### src/rtl/sseg_updown_counter.sv
// Up/down display counter for the 4-digit seven-segment board display.
// A prescaler advances a WIDTH-bit count every TICK_DIV enabled clocks, with
// wrap or saturate at 0/MAX_VAL and a synchronous clamped load. The count is
// converted to BCD by a sequential shift-add-3 engine and shown on a
// time-multiplexed display with optional leading-zero blanking.
//
// Ports:
//   clk      system clock
//   rst      synchronous reset, active-high
//   en       count enable (freezes count and prescaler when low)
//   up       direction: 1 = increment, 0 = decrement
//   load     synchronous load strobe (beats a prescaler step)
//   load_val load value, clamped to MAX_VAL
//   count    current count
//   step     one-cycle pulse on each prescaler-driven count update
//   limit    one-cycle pulse when a step hits a bound
//   bcd      last completed conversion {thousands, hundreds, tens, units}
//   ld       segments, active-low, ld[0]=a .. ld[6]=g
//   an       digit anodes, active-low, an[0] = units
module sseg_updown_counter #(
  parameter int unsigned TICK_DIV    = 50_000_000,
  parameter int unsigned WIDTH       = 8,
  parameter int unsigned MAX_VAL     = 255,
  parameter int unsigned SAT_MODE    = 0,
  parameter int unsigned REFRESH_DIV = 100_000,
  parameter int unsigned BLANK_LZ    = 1
) (
  input  logic             clk,
  input  logic             rst,
  input  logic             en,
  input  logic             up,
  input  logic             load,
  input  logic [WIDTH-1:0] load_val,
  output logic [WIDTH-1:0] count,
  output logic             step,
  output logic             limit,
  output logic [15:0]      bcd,
  output logic [6:0]       ld,
  output logic [3:0]       an
);

  localparam int unsigned      PW         = $clog2(TICK_DIV);
  localparam logic [PW-1:0]    PRESC_LAST = PW'(TICK_DIV - 1);
  localparam logic [WIDTH-1:0] MAX_W      = WIDTH'(MAX_VAL);
  localparam int unsigned      RW         = (REFRESH_DIV > 1) ? $clog2(REFRESH_DIV) : 1;
  localparam logic [RW-1:0]    REF_LAST   = RW'(REFRESH_DIV - 1);
  localparam int unsigned      IW         = (WIDTH > 1) ? $clog2(WIDTH) : 1;
  localparam logic [IW-1:0]    ITER_LAST  = IW'(WIDTH - 1);

  // ---------------------------------------------------------------- counter
  logic [PW-1:0]    presc;
  logic [WIDTH-1:0] count_nxt;
  logic             at_bound;

  always_comb begin
    at_bound = up ? (count >= MAX_W) : (count == '0);
    if (up)
      count_nxt = at_bound ? ((SAT_MODE != 0) ? MAX_W : '0) : count + WIDTH'(1);
    else
      count_nxt = at_bound ? ((SAT_MODE != 0) ? '0 : MAX_W) : count - WIDTH'(1);
  end

  always_ff @(posedge clk) begin
    if (rst) begin
      presc <= '0;
      count <= '0;
      step  <= 1'b0;
      limit <= 1'b0;
    end else if (load) begin
      presc <= '0;
      count <= (load_val > MAX_W) ? MAX_W : load_val;
      step  <= 1'b0;
      limit <= 1'b0;
    end else if (en && presc == PRESC_LAST) begin
      presc <= '0;
      count <= count_nxt;
      step  <= 1'b1;
      limit <= at_bound;
    end else begin
      if (en)
        presc <= presc + PW'(1);
      step  <= 1'b0;
      limit <= 1'b0;
    end
  end

  // ---------------------------------------------------------- BCD converter
  typedef enum logic [1:0] {IDLE, SHIFT, DONE} conv_state_t;

  conv_state_t      state_q, state_d;
  logic             snap_en, shift_en, done_en;
  logic [WIDTH-1:0] snap, last_val, sh_bin, sh_bin_nxt;
  logic [15:0]      sh_bcd, sh_bcd_nxt, adj;
  logic [IW-1:0]    iter;

  always_ff @(posedge clk) begin
    if (rst) state_q <= IDLE;
    else     state_q <= state_d;
  end

  always_comb begin
    state_d = state_q;
    case (state_q)
      IDLE:    if (count != last_val) state_d = SHIFT;
      SHIFT:   if (iter == ITER_LAST) state_d = DONE;
      DONE:    state_d = IDLE;
      default: state_d = IDLE;
    endcase
  end

  always_comb begin
    snap_en  = (state_q == IDLE) && (count != last_val);
    shift_en = (state_q == SHIFT);
    done_en  = (state_q == DONE);
  end

  // One double-dabble iteration: add 3 to every nibble >= 5, then shift left.
  always_comb begin
    adj = '0;
    for (int unsigned i = 0; i < 4; i++) begin
      adj[4*i +: 4] = (sh_bcd[4*i +: 4] >= 4'd5) ? 4'(sh_bcd[4*i +: 4] + 4'd3)
                                                 : sh_bcd[4*i +: 4];
    end
    {sh_bcd_nxt, sh_bin_nxt} = {adj[14:0], sh_bin, 1'b0};
  end

  // bcd only loads from the finished shift register, so it never shows a
  // partial result; a count change mid-SHIFT is picked up from IDLE afterwards.
  always_ff @(posedge clk) begin
    if (rst) begin
      snap     <= '0;
      last_val <= '0;
      sh_bin   <= '0;
      sh_bcd   <= '0;
      iter     <= '0;
      bcd      <= '0;
    end else begin
      if (snap_en) begin
        snap   <= count;
        sh_bin <= count;
        sh_bcd <= '0;
        iter   <= '0;
      end
      if (shift_en) begin
        sh_bin <= sh_bin_nxt;
        sh_bcd <= sh_bcd_nxt;
        iter   <= iter + IW'(1);
      end
      if (done_en) begin
        bcd      <= sh_bcd;
        last_val <= snap;
      end
    end
  end

  // ------------------------------------------------------------ display mux
  function automatic logic [6:0] seg_decode(input logic [3:0] d);
    case (d)
      4'd0:    return 7'b1000000;
      4'd1:    return 7'b1111001;
      4'd2:    return 7'b0100100;
      4'd3:    return 7'b0110000;
      4'd4:    return 7'b0011001;
      4'd5:    return 7'b0010010;
      4'd6:    return 7'b0000010;
      4'd7:    return 7'b1111000;
      4'd8:    return 7'b0000000;
      4'd9:    return 7'b0010000;
      default: return 7'b1111111;
    endcase
  endfunction

  logic [RW-1:0] refresh;
  logic [1:0]    dig_idx;
  logic [3:0]    sel_nib;
  logic [3:0]    blank;
  logic [6:0]    seg_d;

  always_comb begin
    blank[3] = (BLANK_LZ != 0) && (bcd[15:12] == 4'd0);
    blank[2] = blank[3] && (bcd[11:8] == 4'd0);
    blank[1] = blank[2] && (bcd[7:4] == 4'd0);
    blank[0] = 1'b0;
    case (dig_idx)
      2'd0:    sel_nib = bcd[3:0];
      2'd1:    sel_nib = bcd[7:4];
      2'd2:    sel_nib = bcd[11:8];
      default: sel_nib = bcd[15:12];
    endcase
    seg_d = blank[dig_idx] ? 7'b1111111 : seg_decode(sel_nib);
  end

  // an and ld are both registered from the same dig_idx, keeping them aligned.
  always_ff @(posedge clk) begin
    if (rst) begin
      refresh <= '0;
      dig_idx <= '0;
      an      <= 4'b1110;
      ld      <= 7'b1000000;
    end else begin
      if (refresh == REF_LAST) begin
        refresh <= '0;
        dig_idx <= dig_idx + 2'd1;
      end else begin
        refresh <= refresh + RW'(1);
      end
      an <= ~(4'b0001 << dig_idx);
      ld <= seg_d;
    end
  end

endmodule

### config.mk
export PLATFORM = sky130hd
export DESIGN_NAME = sseg_updown_counter
export DESIGN_NICKNAME = d
export VERILOG_FILES = /design/src/rtl/sseg_updown_counter.sv
export SDC_FILE = /design/constraint.sdc
export NUM_CORES = 1
export LEC_CHECK = 0
export CAP_MARGIN = 20
export CORE_MARGIN = 10
export CORE_UTILIZATION = 30
export DETAILED_ROUTE_END_ITERATION = 16
export GPL_TIMING_DRIVEN = 0
export MAX_ROUTING_LAYER = met4
export PLACE_DENSITY = 0.54
export SETUP_SLACK_MARGIN = 0.05
export SYNTH_ARGS = -nofsm -noshare
export SYNTH_HDL_FRONTEND = slang
export SYNTH_SLANG_ARGS = --single-unit
### constraint.sdc
create_clock -name clk -period 3 [get_ports clk]
set_clock_uncertainty 0.15 [all_clocks]
set_input_delay 0.6 -clock clk [delete_from_list [all_inputs] [get_ports clk]]
set_output_delay 0.6 -clock clk [all_outputs]
set_load 0.01 [all_outputs]
* Word level (Yosys, flattened, before mapping)
Memories as Yosys holds them, arrays and structs flattened. Index checks and enable logic that the tools add are counted.
Storage, ports and cells: bits in registers 127, bits in read-only memories 112, input bits 13, logic and storage cells 92, memories kept 1
Memories:
- (no name shown) | words 16, width 7, read ports 1, clocked after Yosys merged registers in 0, write ports 0, RTL line 158 | case (d)
Operators by class: $add $sub $neg 10, magnitude comparators 7, equality and inequality tests 10, shifts and indexed selects 1, muxes and demuxes 25, bitwise gates (word level) 2, reductions and logical operators 19
Operators by type and width (number):
- two-way mux 8 bit | 8
- two-way mux 16 bit | 2
- adder 26 x 1 -> 26 bit (second input constant) | 1
- == test 26 bit (second input constant) | 1
- adder 17 x 1 -> 17 bit (second input constant) | 1
- == test 17 bit (second input constant) | 1
- greater-or-equal comparator 4 x 3 -> 1 bit (second input constant) | 4
- adder 4 x 2 -> 4 bit (second input constant) | 3
- zero test 4 bit | 3
- two-way mux 4 bit | 3
- one-hot mux 4 bit (3 select lines) | 1
- two-way mux 3 bit | 3
- adder 8 x 1 -> 8 bit (second input constant) | 1
- greater-or-equal comparator 8 bit (second input constant) | 1
- greater-than comparator 8 bit (second input constant) | 1
- zero test 8 bit | 1
- != test 8 bit | 1
- OR reduction 2 bit | 4
- subtractor 8 x 1 -> 8 bit (second input constant) | 1
- two-way mux 6 bit | 1
- OR reduction 3 bit | 2
- == test 2 x 1 -> 1 bit (second input constant) | 2
- == test 2 bit (second input constant) | 2
- logical AND 1 bit | 4
- 17 further kinds | 22

* Longest topological paths before layout
depth after elaboration 6, gate-level depth with buffers 9, mapped depth without buffers 9

* Worst setup path before layout
Ideal clock, no wire load.
path type reg-to-reg, start point register count[0], end point register count[3], arrival 2.195 ns, slack 0.596 ns, stages on the path, launching flop included 10, path buffers 2, period minus slack after synthesis 2.404 ns, cells stage by stage dfxtp_1 -> clkbuf_1 -> inv_1 -> ha_1 -> or4b_4 -> or2_1 -> buf_6 -> a222oi_1 -> o21a_1 -> a221o_1
On the way: longest elaborated chain between the ends 6, elaborated cells between the ends (all ways) 10, those cells by class add/sub: 2; order compare: 1; mux: 6; reduce/logical: 1
Ends and longest elaborated chain:
- start, declared | RTL line 34 | output logic [WIDTH-1:0] count,
- start signal, assigned | RTL line 71 | count <= (load_val > MAX_W) ? MAX_W : load_val;
- start signal, assigned | RTL line 76 | count <= count_nxt;
- greater-or-equal comparator 8 bit / zero test 8 bit (equally long branches) | RTL line 56 | at_bound = up ? (count >= MAX_W) : (count == '0);
- two-way mux 1 bit | RTL line 56
- two-way mux 8 bit, on equally long branches | RTL line 60, 58
- two-way mux 8 bit (*) | RTL line 57 | if (up)
- two-way mux 8 bit (*) | RTL line 74 | end else if (en && presc == PRESC_LAST) begin
- two-way mux 8 bit (*) | RTL line 69 | end else if (load) begin
Every way passes the cells marked *; elsewhere a longest branch is shown, timed or not. The select of a mux whose other input is x is not followed. A chain may end at the register's enable or synchronous reset.

* Worst setup path after layout
Same ends and word-level chain as after synthesis.

==> flow_summary_export.csv <==
group,metric,value,unit
floorplan,die-area,26200,um^2
timing,setup_ws_final,0.258,ns
timing,slew_violations,0,
power,total_power,0.00396,W
clocking,post_cts.repair.setup_buffers,0,
global_route,antenna_found_initial,0,
timing,layout_worst_path_cycle_share,91.4,%
timing,max_clock_freq,0.365,GHz
timing,max_slew_headroom,51.7,%
clocking,max-clock-path-buffers,2,
critical_path,critical-path-max-stage-delay,0.49,ns
critical_path,end_kind,"flop",
clocking,cts_num_sinks,127,
floorplan,fp-row-count,51,
clocking,clock_tree_from_tritoncts,"yes",
power,peakVddDrop,342,uV
yosys,ys_ff_latch,127,
routing,drt_first_iter_violations,332,
timing,finalHoldViolations,0,
floorplan,vert_die_dim,162,um
placement,io_buffers,48,
yosys,postSynthCellCount,713,
routing,residual_drc,0,
yosys,async_reset_ff_share,0,%
routing,viasPerCell,4.91,
floorplan,placeable_core_area,19600,um^2
timing,setup_violations,0,
routing,firstDrtPassIters,5,
global_route,global_route.usage.total,11.9,%
global_route,use_met3,2.35,%
yosys,mapped_area,6030,um^2
critical_path,crit_path_max_delay_cell_type,"sky130_fd_sc_hd__or4b_4",
worst_hold_path,timing.hold.worst.class,"flop to flop",
job,timing.max_cap.violations,0,
critical_path,cp_max_fo,10,
clocking,clkLatencyLatePin,0.41,ns
routing,wl_per_instance,14.3,um
clocking,cts.hold.buffers_added,0,
global_route,grt_max_degree,17,
yosys,synthesis.nets,751,
placement,gp_congestion,0.829,
placement,placed_area,6840,um^2
yosys,ys_types,56,
power,leakagePower,2.63,nW
timing,tightest_slew,0.725,ns
global_route,grt_overflow,0,
cells_and_area,finish.net_count,818,
critical_path,timing.critical_path.cells,"clkbuf_1 -> inv_1 -> ha_1 -> or4b_4 -> or2_1 -> buf_6 -> a222oi_1 -> o21a_1 -> a221o_1",
clocking,cts_inserted_buffers,17,
cells_and_area,finish.instance_area,7400,um^2
cells_and_area,syn2layout_area_growth,22.8,%
placement,half_perimeter_wire_length_of_the_detailed_placement_result,10.8,mm
yosys,ys_top_cells_by_area,"sky130_fd_sc_hd__dfxtp_1 42%, sky130_fd_sc_hd__nand2_1 6.2%, sky130_fd_sc_hd__ha_1 5.2%",
routing,via_count,5199,
cells_and_area,mostFrequentLayoutCells,"127 x sky130_fd_sc_hd__dfxtp_1, 100 x sky130_fd_sc_hd__nand2_1, 80 x sky130_fd_sc_hd__nor2_1",
global_route,global_route_met2_utilization,17.9,%
critical_path,cp.arrival,2.95,ns
global_route,grt.met1_usage,15.0,%
critical_path,critPathBufInv,3,
timing,final.hold.worst_slack,0.300,ns
routing,final_antenna_net_count,0,
critical_path,startpoint_type,"flop",
yosys,count_of_flip_flops_with_a_built_in_enable_after_synthesis,0,
placement,place_ws,-0.200,ns
outcome,status,"finished, final reports clean",
floorplan,die-width,162,um
critical_path,worst_ep_required_time,3.21,ns
power,pwr_density_cell,534,nW/um^2
yosys,ys_seq_area_share,42.2,%
cells_and_area,layout.cells.most_common,"sky130_fd_sc_hd__dfxtp_1",
yosys,synth.avg_cell_area,8.46,um^2
routing,postRouteWirelength,15.2,mm
clocking,clk_transition_reported_paths,0.06,ns
timing,finalCriticalPeriod,2.74,ns
global_route,global_route_wire_length_before_repair,25.0,mm
timing,unrepaired_setup_endpoints_after_global_routing,"no",
cells_and_area,final_layout_size_suffix_gt1_share,7.06,%
clocking,cts.htree.levels,4,
yosys,synth-warning-count,0,
floorplan,initial_core_util,30.8,%
yosys,synth_largest_area_cell,"sky130_fd_sc_hd__dfxtp_1",
yosys,yosys.area.top_type_share,42.2,%
clocking,cts_root_buffer,"sky130_fd_sc_hd__clkbuf_16",
cells_and_area,antenna_cells,0,
critical_path,crit_family,"simple AND/OR/NAND/NOR gates",
yosys,synth_ff_type,"sky130_fd_sc_hd__dfxtp_1",
critical_path,worstSetupPathType,"flop to flop",
global_route,number_of_global_route_vias_before_repair,4849,
clocking,post_cts.resized_instances,0,
floorplan,pin_count,50,
global_route,highest_utilization_routing_layer_at_the_global_route_stage,"met2",
[worst min-delay path: cells and delay by family (launching register included)]
family	cells	cell delay, ns
and+or+nand+nor	1	0.05
DFF	1	0.30
AOI/OAI and AO/OA	1	0.05
[final cells by class]
type                            count  area, um^2
Timing Repair Buffer               48         480
Clock buffer                       21         470
Inverter                           28         105
Buffer                             38         175
Clock inverter                     11        90.1
Sequential cell                   127        2540
Tap cell                          265         332
Multi-Input combinational cell    520        3210
Fill cell                        2022       12200
[synth_stat cells, types with 5 or more instances]
| cell type | number |
|---|---|
| sky130_fd_sc_hd__nor3_1 | 17 |
| sky130_fd_sc_hd__nor2_1 | 80 |
| sky130_fd_sc_hd__nand3_1 | 21 |
| sky130_fd_sc_hd__and3_1 | 17 |
| sky130_fd_sc_hd__buf_2 | 7 |
| sky130_fd_sc_hd__a22o_1 | 12 |
| sky130_fd_sc_hd__clkbuf_1 | 27 |
| sky130_fd_sc_hd__ha_1 | 25 |
| sky130_fd_sc_hd__xor2_1 | 26 |
| sky130_fd_sc_hd__and4_1 | 6 |
| sky130_fd_sc_hd__xnor2_1 | 29 |
| sky130_fd_sc_hd__o21ai_0 | 18 |
| sky130_fd_sc_hd__mux2_2 | 5 |
| sky130_fd_sc_hd__nand2_1 | 100 |
| sky130_fd_sc_hd__dfxtp_1 | 127 |
| sky130_fd_sc_hd__a222oi_1 | 11 |
| sky130_fd_sc_hd__inv_1 | 28 |
| sky130_fd_sc_hd__nand4_1 | 18 |
| sky130_fd_sc_hd__nand2b_1 | 8 |
| sky130_fd_sc_hd__a21oi_1 | 62 |
[power breakdown]
group,switching [W],internal (W)
registers,0.0000205,0.00171
logic,0.000174,0.000105
clock network,0.000749,0.00119
[kinds of logic (layout without fill, tap and decap cells)]
group / count (synthesis) / count (layout) / share of synthesized area (%)
muxes: 9 / 9 / 1.60
buffers and inverters: 66 / 146 / 4.63
DFF: 127 / 127 / 42.2
adders and majority gates: 25 / 25 / 5.19
and+or+nand+nor: 292 / 292 / 23.1
AOI/OAI and AO/OA: 139 / 139 / 15.4
xor gates and xnor gates: 55 / 55 / 7.99
[path summary, 6_finish.rpt]
path / startpoint / end / slack [ns] / cells past startpoint
worst max-delay path: count[0]$_SDFFE_PP0P_ / count[3]$_SDFFE_PP0P_ / 0.26 / 9
worst min-delay path: snap[7]$_SDFFE_PP0P_ / last_val[7]$_SDFFE_PP0N_ / 0.30 / 2
worst max register to register: count[0]$_SDFFE_PP0P_ / count[3]$_SDFFE_PP0P_ / 0.26 / 9
worst min register to register: snap[7]$_SDFFE_PP0P_ / last_val[7]$_SDFFE_PP0N_ / 0.30 / 2
[per-layer routing]
layer,up-vias,share of wire (%)
met5,-,0
met4,0,2.1
met3,21,4.4
met2,117,45
met1,2431,48
li1,2630,-
[through the flow]
stage / setup TNS [ns] / utilization (%) / std cells
6_report: 0 / 37.8 / 1058
5_1_grt: 0 / 37.8 / 1058
4_1_cts: 0 / 37.8 / 1058
3_5_place_dp: -3.88 / 34.9 / 1026
3_3_place_gp: -4.03 / 34.9 / 1026
2_1_floorplan: 0 / - / 713
[registers in the layout (all words and copies together) (netlist names)]
name	cells
presc	26
refresh	17
bcd	16
sh_bcd	16
count	8
last_val	8
sh_bin	8
snap	8
ld	7
an	4
iter	3
dig_idx	2
state_q	2
limit	1
step	1
Power figures use the tool's default switching activity.
